$ cat src/rtl/henad_pkg.sv
// Shared Henad definitions used by the instruction-memory loader.
//   HENAD_ADDR_W / HENAD_DATA_W : instruction memory address and word widths.
//   ldr_state_t                 : loader FSM state encoding.
package henad_pkg;

    localparam int HENAD_ADDR_W = 12;
    localparam int HENAD_DATA_W = 12;

    typedef enum logic [2:0] {
        IDLE,
        HDR,
        DATA,
        CHK,
        DONE,
        ERR
    } ldr_state_t;

endpackage

$ cat src/rtl/henad_imem_loader_if.sv
// Valid/ready word stream feeding the loader.
//   s_valid : source has a word
//   s_data  : stream word
//   s_ready : sink accepts the word this cycle
// master = stream source, slave = loader.
interface henad_imem_loader_if
    import henad_pkg::*;
#(
    parameter int DATA_W = HENAD_DATA_W
);

    logic              s_valid;
    logic [DATA_W-1:0] s_data;
    logic              s_ready;

    modport master (output s_valid, output s_data, input s_ready);
    modport slave  (input s_valid, input s_data, output s_ready);

endinterface

$ cat src/rtl/henad_imem_loader.sv
// Boot-time program loader for the Henad core.
// Receives header N, N data words and a checksum word over a valid/ready
// stream, writes the data words to instruction memory addresses 0..N-1 and
// releases the core from reset only after a good checksum.
// Ports:
//   clk, rst        : clock, asynchronous active-high reset
//   start           : single-cycle load request (honoured in IDLE/DONE/ERR)
//   stream          : word stream (slave side)
//   mem_we/addr/wdata : registered instruction memory write port
//   core_rst        : reset to the core, low only in DONE
//   busy/done/err   : load in progress / good checksum / bad checksum
module henad_imem_loader
    import henad_pkg::*;
#(
    parameter int ADDR_W = HENAD_ADDR_W,
    parameter int DATA_W = HENAD_DATA_W
) (
    input  logic                 clk,
    input  logic                 rst,
    input  logic                 start,
    henad_imem_loader_if.slave   stream,
    output logic                 mem_we,
    output logic [ADDR_W-1:0]    mem_addr,
    output logic [DATA_W-1:0]    mem_wdata,
    output logic                 core_rst,
    output logic                 busy,
    output logic                 done,
    output logic                 err
);

    // The data word count is compared against N and used as the address,
    // so both widths must agree.
    if (ADDR_W != DATA_W) begin : g_width_check
        $error("henad_imem_loader: ADDR_W must equal DATA_W");
    end

    ldr_state_t        state_reg, state_next;
    logic [DATA_W-1:0] n_reg, n_next;
    logic [DATA_W-1:0] sum_reg, sum_next;
    logic [ADDR_W-1:0] count_reg, count_next;
    logic              we_reg, we_next;
    logic [ADDR_W-1:0] addr_reg, addr_next;
    logic [DATA_W-1:0] wdata_reg, wdata_next;

    logic              in_stream;
    logic              hs;
    logic [DATA_W-1:0] chk_sum;
    logic              last_data;

    // Ready is a pure state decode: no path from s_valid back to s_ready.
    assign in_stream      = (state_reg == HDR) || (state_reg == DATA) || (state_reg == CHK);
    assign stream.s_ready = in_stream;
    assign hs             = stream.s_valid && in_stream;
    assign chk_sum        = sum_reg + stream.s_data;
    assign last_data      = (count_reg == ADDR_W'(n_reg - DATA_W'(1)));

    assign busy      = in_stream;
    assign core_rst  = (state_reg != DONE);
    assign done      = (state_reg == DONE);
    assign err       = (state_reg == ERR);
    assign mem_we    = we_reg;
    assign mem_addr  = addr_reg;
    assign mem_wdata = wdata_reg;

    always_ff @(posedge clk or posedge rst) begin
        if (rst) begin
            state_reg <= IDLE;
            n_reg     <= '0;
            sum_reg   <= '0;
            count_reg <= '0;
            we_reg    <= 1'b0;
            addr_reg  <= '0;
            wdata_reg <= '0;
        end else begin
            state_reg <= state_next;
            n_reg     <= n_next;
            sum_reg   <= sum_next;
            count_reg <= count_next;
            we_reg    <= we_next;
            addr_reg  <= addr_next;
            wdata_reg <= wdata_next;
        end
    end

    always_comb begin
        state_next = state_reg;
        n_next     = n_reg;
        sum_next   = sum_reg;
        count_next = count_reg;
        we_next    = 1'b0;
        addr_next  = addr_reg;
        wdata_next = wdata_reg;

        case (state_reg)
            IDLE, DONE, ERR: begin
                if (start) begin
                    state_next = HDR;
                end
            end
            HDR: begin
                if (hs) begin
                    n_next     = stream.s_data;
                    sum_next   = stream.s_data;
                    count_next = '0;
                    state_next = (stream.s_data == '0) ? CHK : DATA;
                end
            end
            DATA: begin
                if (hs) begin
                    we_next    = 1'b1;
                    addr_next  = count_reg;
                    wdata_next = stream.s_data;
                    sum_next   = chk_sum;
                    count_next = count_reg + ADDR_W'(1);
                    if (last_data) begin
                        state_next = CHK;
                    end
                end
            end
            CHK: begin
                if (hs) begin
                    state_next = (chk_sum == '0) ? DONE : ERR;
                end
            end
            default: state_next = IDLE;
        endcase
    end

endmodule

$ cat src/flat_wrapper.sv
// flat-port wrapper written by rule: the top's interface ports become plain ports
module henad_imem_loader_flat import henad_pkg::*;
#(
    parameter int ADDR_W = HENAD_ADDR_W,
    parameter int DATA_W = HENAD_DATA_W
)
  (clk, rst, start, mem_we, mem_addr, mem_wdata, core_rst, busy, done, err, stream_s_valid, stream_s_data, stream_s_ready);
  henad_imem_loader_if #(.DATA_W(DATA_W)) stream_i ();
  input  logic clk;
  input  logic rst;
  input  logic start;
  output logic mem_we;
  output logic [ADDR_W-1:0] mem_addr;
  output logic [DATA_W-1:0] mem_wdata;
  output logic core_rst;
  output logic busy;
  output logic done;
  output logic err;
  input wire logic [$bits(stream_i.s_valid)-1:0] stream_s_valid;
  input wire logic [$bits(stream_i.s_data)-1:0] stream_s_data;
  output wire logic [$bits(stream_i.s_ready)-1:0] stream_s_ready;
  assign stream_i.s_valid = stream_s_valid;
  assign stream_i.s_data = stream_s_data;
  assign stream_s_ready = stream_i.s_ready;
  henad_imem_loader #(.ADDR_W(ADDR_W), .DATA_W(DATA_W)) u_core (.clk(clk), .rst(rst), .start(start), .stream(stream_i), .mem_we(mem_we), .mem_addr(mem_addr), .mem_wdata(mem_wdata), .core_rst(core_rst), .busy(busy), .done(done), .err(err));
endmodule
$ cat config.mk
export PLATFORM = sky130hd
export DESIGN_NAME = henad_imem_loader_flat
export DESIGN_NICKNAME = d
export VERILOG_FILES = /design/src/rtl/henad_pkg.sv /design/src/rtl/henad_imem_loader_if.sv /design/src/rtl/henad_imem_loader.sv /design/src/flat_wrapper.sv
export SDC_FILE = /design/constraint.sdc
export NUM_CORES = 1
export LEC_CHECK = 0
export CORE_AREA = 2 2 68 118
export DETAILED_ROUTE_END_ITERATION = 10
export DIE_AREA = 0 0 70 120
export PLACE_DENSITY = 0.72
export RECOVER_POWER = 25
export SETUP_SLACK_MARGIN = 0.3
export SYNTH_ARGS = -nofsm -noshare
export SYNTH_HDL_FRONTEND = slang
export SYNTH_SLANG_ARGS = --single-unit
$ cat constraint.sdc
create_clock -name clk -period 2.9 [get_ports clk]
set_input_delay 0.58 -clock clk [delete_from_list [all_inputs] [get_ports clk]]
set_output_delay 0.58 -clock clk [all_outputs]
set_load 0.01 [all_outputs]
Word level (Yosys, flattened, before mapping)

Index checks and enable logic that the tools add are counted.

Add/sub/neg operators: 3
Equality and inequality tests: 12
Mux-type cells: 16
Reduce and logical (&&, ||, !) cells: 12

Operators by type and width:

| operator                                             | number |
|---|---|
| 2-to-1 mux 12 bit                                    | 4 |
| case mux 12 bit (2 select lines)                     | 2 |
| logical NOT 12 bit                                   | 2 |
| 2-to-1 mux 3 bit                                     | 5 |
| adder 12 x 1 -> 12 bit (second input constant)       | 1 |
| adder 12 bit                                         | 1 |
| equality test 12 bit                                 | 1 |
| case mux 3 bit (4 select lines)                      | 1 |
| subtractor 12 x 1 -> 12 bit (second input constant)  | 1 |
| != test 2 x 1 -> 1 bit (second input constant)       | 4 |
| equality test 3 x 2 -> 1 bit (second input constant) | 2 |
| equality test 3 bit (second input constant)          | 2 |
| AND reduction 5 bit                                  | 1 |
| 2-to-1 mux 1 bit                                     | 4 |
| AND reduction 2 bit                                  | 2 |
| equality test 3 x 1 -> 1 bit (second input constant) | 1 |
| logical NOT 3 bit                                    | 1 |
| != test 3 bit (second input constant)                | 1 |
| AND reduction 3 bit                                  | 1 |
| OR reduction 3 bit                                   | 1 |
| logical OR 1 bit                                     | 2 |
| != test 2 bit (second input constant)                | 1 |
| nonzero test 2 bit                                   | 1 |
| logical AND 1 bit                                    | 1 |

Register bits after elaboration: 64
Input bits: 16
Output and inout port bits: 30
Logic and storage cells: 50

Longest topological paths before layout

Gate-level depths: netlist of the first run.

Depth after elaboration: 6
Depth in mapped cells: 9
Mapped depth without buffers: 9

Worst setup path before layout of the first run

OpenSTA, ideal clock, no wires.

Kind: input to register
From: input port stream_s_data[0]
To: register u_core.state_reg[0]
Setup time: 0.132 ns
Arrival: 2.327 ns
Required time: 2.768 ns
Setup slack: 0.441 ns
Stages on the path: 9
Path buffers: 0
Cell sequence: ha_1 -> fa_1 -> a21o_1 -> and4_1 -> o21ai_1 -> o21ai_0 -> xor2_1 -> nor4_1 -> a31oi_1

Longest elaborated chain between the ends: 5
Elaborated cells on any way between the ends: 8
Classes of those cells: add/sub (1); mux (5); reduce/logical (2)

RTL lines:

| what                              | line                     | RTL |
|---|---|---|
| start: declaration                | flat_wrapper.sv:20       | `input wire logic [$bits(stream_i.s_data)-1:0] stream_s_data;` |
| adder 12 bit                      | henad_imem_loader.sv:54  | `assign chk_sum = sum_reg + stream.s_data;` |
| logical NOT 12 bit                | henad_imem_loader.sv:122 | `state_next = (chk_sum == '0) ? DONE : ERR;` |
| 2-to-1 mux 1 bit                  | henad_imem_loader.sv:122 |  |
| 2-to-1 mux 3 bit                  | henad_imem_loader.sv:121 | `if (hs) begin` |
| case mux 3 bit (4 select lines) * | henad_imem_loader.sv:94  | `case (state_reg)` |
| end signal: assignment            | henad_imem_loader.sv:75  | `state_reg <= state_next;` |
| end: declaration                  | henad_imem_loader.sv:37  | `ldr_state_t state_reg, state_next;` |

Mark *: on every way between the ends. The rest lies on a longest branch, timed or not. The select of a mux whose other input is x is not followed.
A chain may end at the register's enable or synchronous reset.

Worst setup path after layout of the first run

From: input port stream_s_data[5]
To: register u_core.sum_reg[11]

Longest elaborated chain between the ends: 3

RTL lines:

| what                             | line                     | RTL |
|---|---|---|
| adder 12 bit                     | henad_imem_loader.sv:54  |  |
| 2-to-1 mux 12 bit                | henad_imem_loader.sv:109 | `if (hs) begin` |
| case mux 12 bit (2 select lines) | henad_imem_loader.sv:94  |  |
| end signal: assignment           | henad_imem_loader.sv:77  | `sum_reg <= sum_next;` |
| end: declaration                 | henad_imem_loader.sv:39  | `logic [DATA_W-1:0] sum_reg, sum_next;` |

No other way between the ends. The select of a mux whose other input is x is not followed.

==> results of run 1 <==
[where the power goes]
part           total, W  internal, W  leakage (nW)  switching [W]
clock           0.00118     0.000760         0.157       0.000417
sequential      0.00151      0.00119         0.824       0.000312
combinational   0.00234      0.00114          1.15        0.00120
[logic make-up (layout without fill, tap and decap cells)]
kind of cell / Yosys count / in the layout / synth area share [%]
simple gates: 181 / 181 / 22.9
flops: 64 / 64 / 43.5
compound gates: 55 / 55 / 9.55
xor+xnor: 35 / 35 / 8.32
buf+inv: 29 / 97 / 3.53
mux: 25 / 25 / 7.24
fa+ha+maj: 14 / 14 / 4.96
[cell type report]
class,count,area (µm²),area share [%]
Timing Repair Buffer,71,643,13.4
Multi-Input combinational cell,310,2060,43.1
Clock buffer,9,225,4.71
Clock inverter,7,103,2.14
Inverter,10,37.5,0.785
Tap cell,88,110,2.30
Sequential cell,64,1600,33.5
[metal layers]
metal  vias up  wire length (µm)
li1       1504                 -
met1      1470              3290
met2        85              5150
met3        21               373
met4         0               360
met5         -                 0
[worst max path at each step]
stage,to,slack (ps),cells after the start
2_1_floorplan,u_core.state_reg[0],440,9
3_3_place_gp,u_core.state_reg[0],-110,10
3_5_place_dp,u_core.state_reg[0],-190,10
4_1_cts,u_core.state_reg[0],340,8
5_1_grt,u_core.n_reg[0],180,3
6_report,u_core.sum_reg[11],380,10
[cell usage after synthesis, types with 2 or more instances]
cell	number	share of area (%)
a21o_1	2	0.41
a21oi_1	8	1.1
a31oi_1	2	0.34
and3_1	3	0.51
and4_1	2	0.48
buf_2	2	0.27
buf_4	3	0.61
clkbuf_1	12	1.2
dfrtp_1	64	43
ha_1	13	4.4
inv_1	9	0.92
mux2_1	2	0.61
mux2_2	11	3.4
mux2i_1	12	3.3
nand2_1	102	10
nand2b_1	3	0.51
nand3_1	6	0.82
nand3b_1	6	1.2
nand4_1	5	0.85
nor2_1	24	2.4
nor2b_1	5	0.85
nor3_1	12	1.6
nor4_1	4	0.68
o211ai_1	4	0.82
o21ai_0	23	3.1
o21ai_1	2	0.27
o21bai_1	2	0.41
or3_1	3	0.51
or4_1	2	0.41
xnor2_1	24	5.7
xor2_1	11	2.6
[through the flow]
stage                     utilization (%)  setup TNS (ps)  power (W)
after global routing                 64.1               0    0.00537
after CTS                            63.1               0    0.00494
after global placement               58.3            -216    0.00363
after floorplan                         -               0    0.00293
after detailed placement             58.3            -471    0.00370
final                                64.1               0    0.00502
[timing repair]
| action | in CTS | in global routing |
|---|---|---|
| pin swaps | 7 | 8 |
| gates cloned | 0 | 0 |
| setup buffers | 1 | 0 |
| endpoints found under the setup margin | 4 | 4 |
| gates resized for setup | 8 | 13 |
[critical path: cells and delay by family]
family / cells / cell delay (ps)
AOI/OAI and AO/OA: 4 / 690
adders and majority gates: 1 / 250
muxes: 1 / 360
and+or+nand+nor: 2 / 270
buffers and inverters: 2 / 610
==> results.sh, run 1 <==
export IMPL_clock_latency_ps=340
export IMPL_drt_wl_total_um=9170
export IMPL_numCtsBuffers=9
export IMPL_via_count=3080
export IMPL_overflow=0
export IMPL_cts_htree_levels=3
export IMPL_hold_buffers=0
export IMPL_fp_row_count=42
export IMPL_dr_first_iter_drc_count=225
export IMPL_syn_avg_cell_area_um2=9.14
export IMPL_post_route_min_period_ps=2520
export IMPL_stdcell_area_um2=4780
export IMPL_grt_first_pass_wirelength_um=15400
export IMPL_grt_busiest_layer="met2"
export IMPL_crit_type="input port to register"
export IMPL_ys_seq_area_share_pct=43.5
export IMPL_final_common_cell="nand2_1"
export IMPL_die_h_um=120
export IMPL_synthFlopType="dfrtp_1"
export IMPL_hold_end="u_core.mem_addr[4]"
export IMPL_clk_pin_slew_worst_paths_ps=50
export IMPL_postPlaceCellArea_um2=4350
export IMPL_crit_fanout=3
export IMPL_slowest_delay_ps=450
export IMPL_start_util_pct=49.3
export IMPL_dpl_worst_slack_ps=-190
export IMPL_r2r_start="u_core.n_reg[0]"
export IMPL_synth_async_reset_ratio_pct=100
export IMPL_drive_gt1_share_pct=16.6
export IMPL_fin_ws_ps=380
export IMPL_hold_violations=0
export IMPL_area_growth_pct=29.9
export IMPL_cts_sinks=64
export IMPL_syn_cell_area_um2=3680
export IMPL_drc=0
export IMPL_grt_pass1_vias=3142
export IMPL_slew_headroom_pct=-6.83
export IMPL_yosysUniqueCellTypes=51
export IMPL_dr_pass1_iters=4
export IMPL_grt_util_met3_pct=4.70
export IMPL_die_width_um=70
export IMPL_rsz0062_at_grt="false"
export IMPL_period_share_pct=86.9
export IMPL_status="finished, violations left"
export IMPL_crit_slowest_cell="clkdlybuf4s50_1"
export IMPL_hp_start="u_core.mem_addr[4]"
export IMPL_place_congestion=0.985
export IMPL_use_met2_pct=43.0
export IMPL_powerDensity_nw_per_um2=1050
export IMPL_antenna_found_initial=0
export IMPL_vias_per_cell=5.51
export IMPL_core_area_um2=7460
export IMPL_min_path_type="register to register"
export IMPL_cp_start_kind="input port"
export IMPL_r2r_slack_ps=460
export IMPL_nFillCells=619
export IMPL_io_buffer_count=45
export IMPL_critPathCaptureType="register"
export IMPL_cp_cell_sequence="clkdlybuf4s50_1 -> ha_1 -> buf_4 -> nor3_1 -> nor2_1 -> a41oi_2 -> o21bai_1 -> a21oi_2 -> mux2_1 -> o311ai_1"
export IMPL_whs_path_depth=2
export IMPL_hpwl_um=6570
export IMPL_cp_arrival_ps=2750
export IMPL_clock_skew_ps=5.54
export IMPL_final_setup_viol_count=0
export IMPL_power_leakage_nw=2.14
export IMPL_use_met1_pct=25.0
export IMPL_worst_r2r_cell_count=9
export IMPL_maxCapViolations=1
export IMPL_whs_ps=469
export IMPL_cts_tree="done"
export IMPL_fmax_ghz=0.397
export IMPL_layout_cells_non_filler=559
export IMPL_die_area_um2=8400
export IMPL_crit_start="stream_s_data[5]"
export IMPL_violations="max-capacitance violations, max-slew violations"
export IMPL_ys_seq_elements=64
export IMPL_diodes=0
export IMPL_syn_num_nets=433
export IMPL_reg2reg_to="u_core.state_reg[0]"
export IMPL_vdd_ir_drop_worst_mv=0.601
export IMPL_clock_path_buffers=2
export IMPL_syn_instance_count=403
export IMPL_track_usage_pct=23.6
export IMPL_final_nets=496
export IMPL_ant_nets=0
export IMPL_final_cell_mix="nand2_1, dfrtp_1, clkdlybuf4s50_1, buf_4, nor2_1"
export IMPL_required_ps=3130
export IMPL_synth_edf_count=0
export IMPL_wl_per_cell_um=16.4
export IMPL_clockRootBuffer="clkbuf_16"
export IMPL_grt_max_degree=65
export IMPL_worstMarginPinSlew_ps=1600
export IMPL_report_final_slew_viol_count=65
export IMPL_place_inst=542
export IMPL_boundaryPins=46
export IMPL_synth_warnings=0
Power figures use the tool's default switching activity.
==> run 2: changes to the inputs <==
--- a/config.mk
+++ b/config.mk
@@ -8,6 +8,7 @@
 export CORE_AREA = 2 2 68 118
 export DETAILED_ROUTE_END_ITERATION = 10
 export DIE_AREA = 0 0 70 120
+export GPL_ROUTABILITY_DRIVEN = 0
 export PLACE_DENSITY = 0.72
 export RECOVER_POWER = 25
 export SETUP_SLACK_MARGIN = 0.3
==> run 2 against run 1 <==
Effect of this change:
- routed wire length down 1.5%
- sequential power is essentially flat
- utilization fell by 0.74 points
- hold slack improved by 1.4 ps
- global-route usage decreased by 0.64 points
- cell count is 0.72% lower
- the run now ends clean
- combinational power fell by 5%
- flip-flop and latch count is the same
==> results.sh, run 2 (synthesis results as in run 1) <==
export IMPL_status="completed"
export IMPL_cts_sinks=64
export IMPL_area_growth_pct=28.4
export IMPL_grt_util_met3_pct=4.53
export IMPL_hpwl_um=6590
export IMPL_clk_pin_slew_worst_paths_ps=50
export IMPL_numCtsBuffers=9
export IMPL_final_nets=492
export IMPL_drive_gt1_share_pct=15.2
export IMPL_nFillCells=638
export IMPL_clock_latency_ps=340
export IMPL_crit_fanout=2
export IMPL_die_area_um2=8400
export IMPL_use_met2_pct=39.2
export IMPL_seq_area_um2=1600
export IMPL_dpl_worst_slack_ps=-147
export IMPL_power_leakage_nw=2.11
export IMPL_overflow=0
export IMPL_r2r_start="u_core.sum_reg[0]"
export IMPL_hold_violations=0
export IMPL_dr_first_iter_drc_count=254
export IMPL_dr_pass1_iters=4
export IMPL_clock_path_buffers=2
export IMPL_place_inst=538
export IMPL_clock_skew_ps=5.24
export IMPL_cts_htree_levels=3
export IMPL_powerDensity_nw_per_um2=1040
export IMPL_stdcell_area_um2=4730
export IMPL_multi_input_area_um2=2020
export IMPL_worstMarginPinSlew_ps=1020
export IMPL_utilization_pct=63.4
export IMPL_die_width_um=70
export IMPL_grt_busiest_layer="met2"
export IMPL_fp_row_count=42
export IMPL_start_util_pct=49.3
export IMPL_fin_ws_ps=389
export IMPL_final_common_cell="nand2_1"
export IMPL_final_cell_mix="nand2_1, dfrtp_1, clkdlybuf4s50_1, xnor2_1"
export IMPL_required_ps=3100
export IMPL_crit_start="stream_s_data[0]"
export IMPL_report_final_slew_viol_count=0
export IMPL_r2r_slack_ps=470
export IMPL_grt_max_degree=42
export IMPL_period_share_pct=86.6
export IMPL_layout_cells_non_filler=555
export IMPL_cp_start_kind="input port"
export IMPL_boundaryPins=46
export IMPL_die_h_um=120
export IMPL_crit_type="input port to register"
export IMPL_maxCapViolations=0
export IMPL_vias_per_cell=5.54
export IMPL_hp_start="u_core.mem_addr[8]"
export IMPL_cp_arrival_ps=2710
export IMPL_fmax_ghz=0.398
export IMPL_cts_tree="done"
export IMPL_io_buffer_count=45
export IMPL_drt_wl_total_um=9030
export IMPL_track_usage_pct=22.9
export IMPL_final_setup_viol_count=0
export IMPL_via_count=3077
export IMPL_use_met1_pct=24.6
export IMPL_hold_buffers=0
export IMPL_wl_per_cell_um=16.3
export IMPL_slew_headroom_pct=31.6
export IMPL_ant_nets=0
export IMPL_postPlaceCellArea_um2=4320
export IMPL_clockRootBuffer="clkbuf_16"
export IMPL_grt_first_pass_wirelength_um=14800
export IMPL_vdd_ir_drop_worst_mv=0.666
export IMPL_core_area_um2=7460
export IMPL_antenna_found_initial=0
export IMPL_min_path_type="register to register"
export IMPL_grt_pass1_vias=3054
export IMPL_post_route_min_period_ps=2510
export IMPL_diodes=0
export IMPL_power_w=0.00492
export IMPL_drc=0
export IMPL_critPathCaptureType="register"
export IMPL_rsz0062_at_grt="true"
[run 2: area by class of cell]
type                    count  area share (%)
well taps                  88            2.33
repair buffers             67            13.3
clock inverters             6            1.96
flip-flops and latches     64            33.9
clock buffers              10            5.05
multi-input cells         310            42.7
inverters                  10           0.794
[run 2: final timing paths]
path | cells past startpoint | to
setup reg to reg | 9 | u_core.state_reg[0]
min in group asynchronous | 2 | u_core.state_reg[2]
setup / recovery | 10 | u_core.state_reg[0]
hold reg to reg | 2 | u_core.mem_addr[8]
hold / removal | 2 | u_core.mem_addr[8]
max in group asynchronous | 3 | u_core.n_reg[7]
[run 2: critical path, cell delays in order]
cell	delay [ps]
dlygate4sd2_1	250
ha_2	190
fa_2	370
a21o_1	200
and4_1	230
o21ai_2	170
xor2_1	230
nand3b_1	130
nor4_2	250
a31oi_1	120
[run 2: power breakdown]
part	switching, W	total (W)	internal (W)	leakage (nW)
clock network	0.000405	0.00118	0.000778	0.155
logic	0.00114	0.00222	0.00108	1.13
registers	0.000329	0.00152	0.00119	0.825
[run 2: routing by layer]
layer  wire (µm)  vias to the layer above
met3         274                       32
met4         536                        0
met2        4750                       73
li1            -                     1501
met5           0                        -
met1        3470                     1471
[run 2: metrics by stage]
stage	hold WS, ps	TNS, ps
after floorplan	454	0
after global placement	456	-197
after detailed placement	461	-398
after CTS	476	0
after global routing	490	0
final	471	0
[run 2: timing repair]
| item | CTS | global route |
|---|---|---|
| endpoints found under the setup margin | 4 | 9 |
| buffers inserted | 1 | 0 |
| cloned | 0 | 0 |
| gates resized for setup | 9 | 8 |
| pin swaps | 8 | 2 |
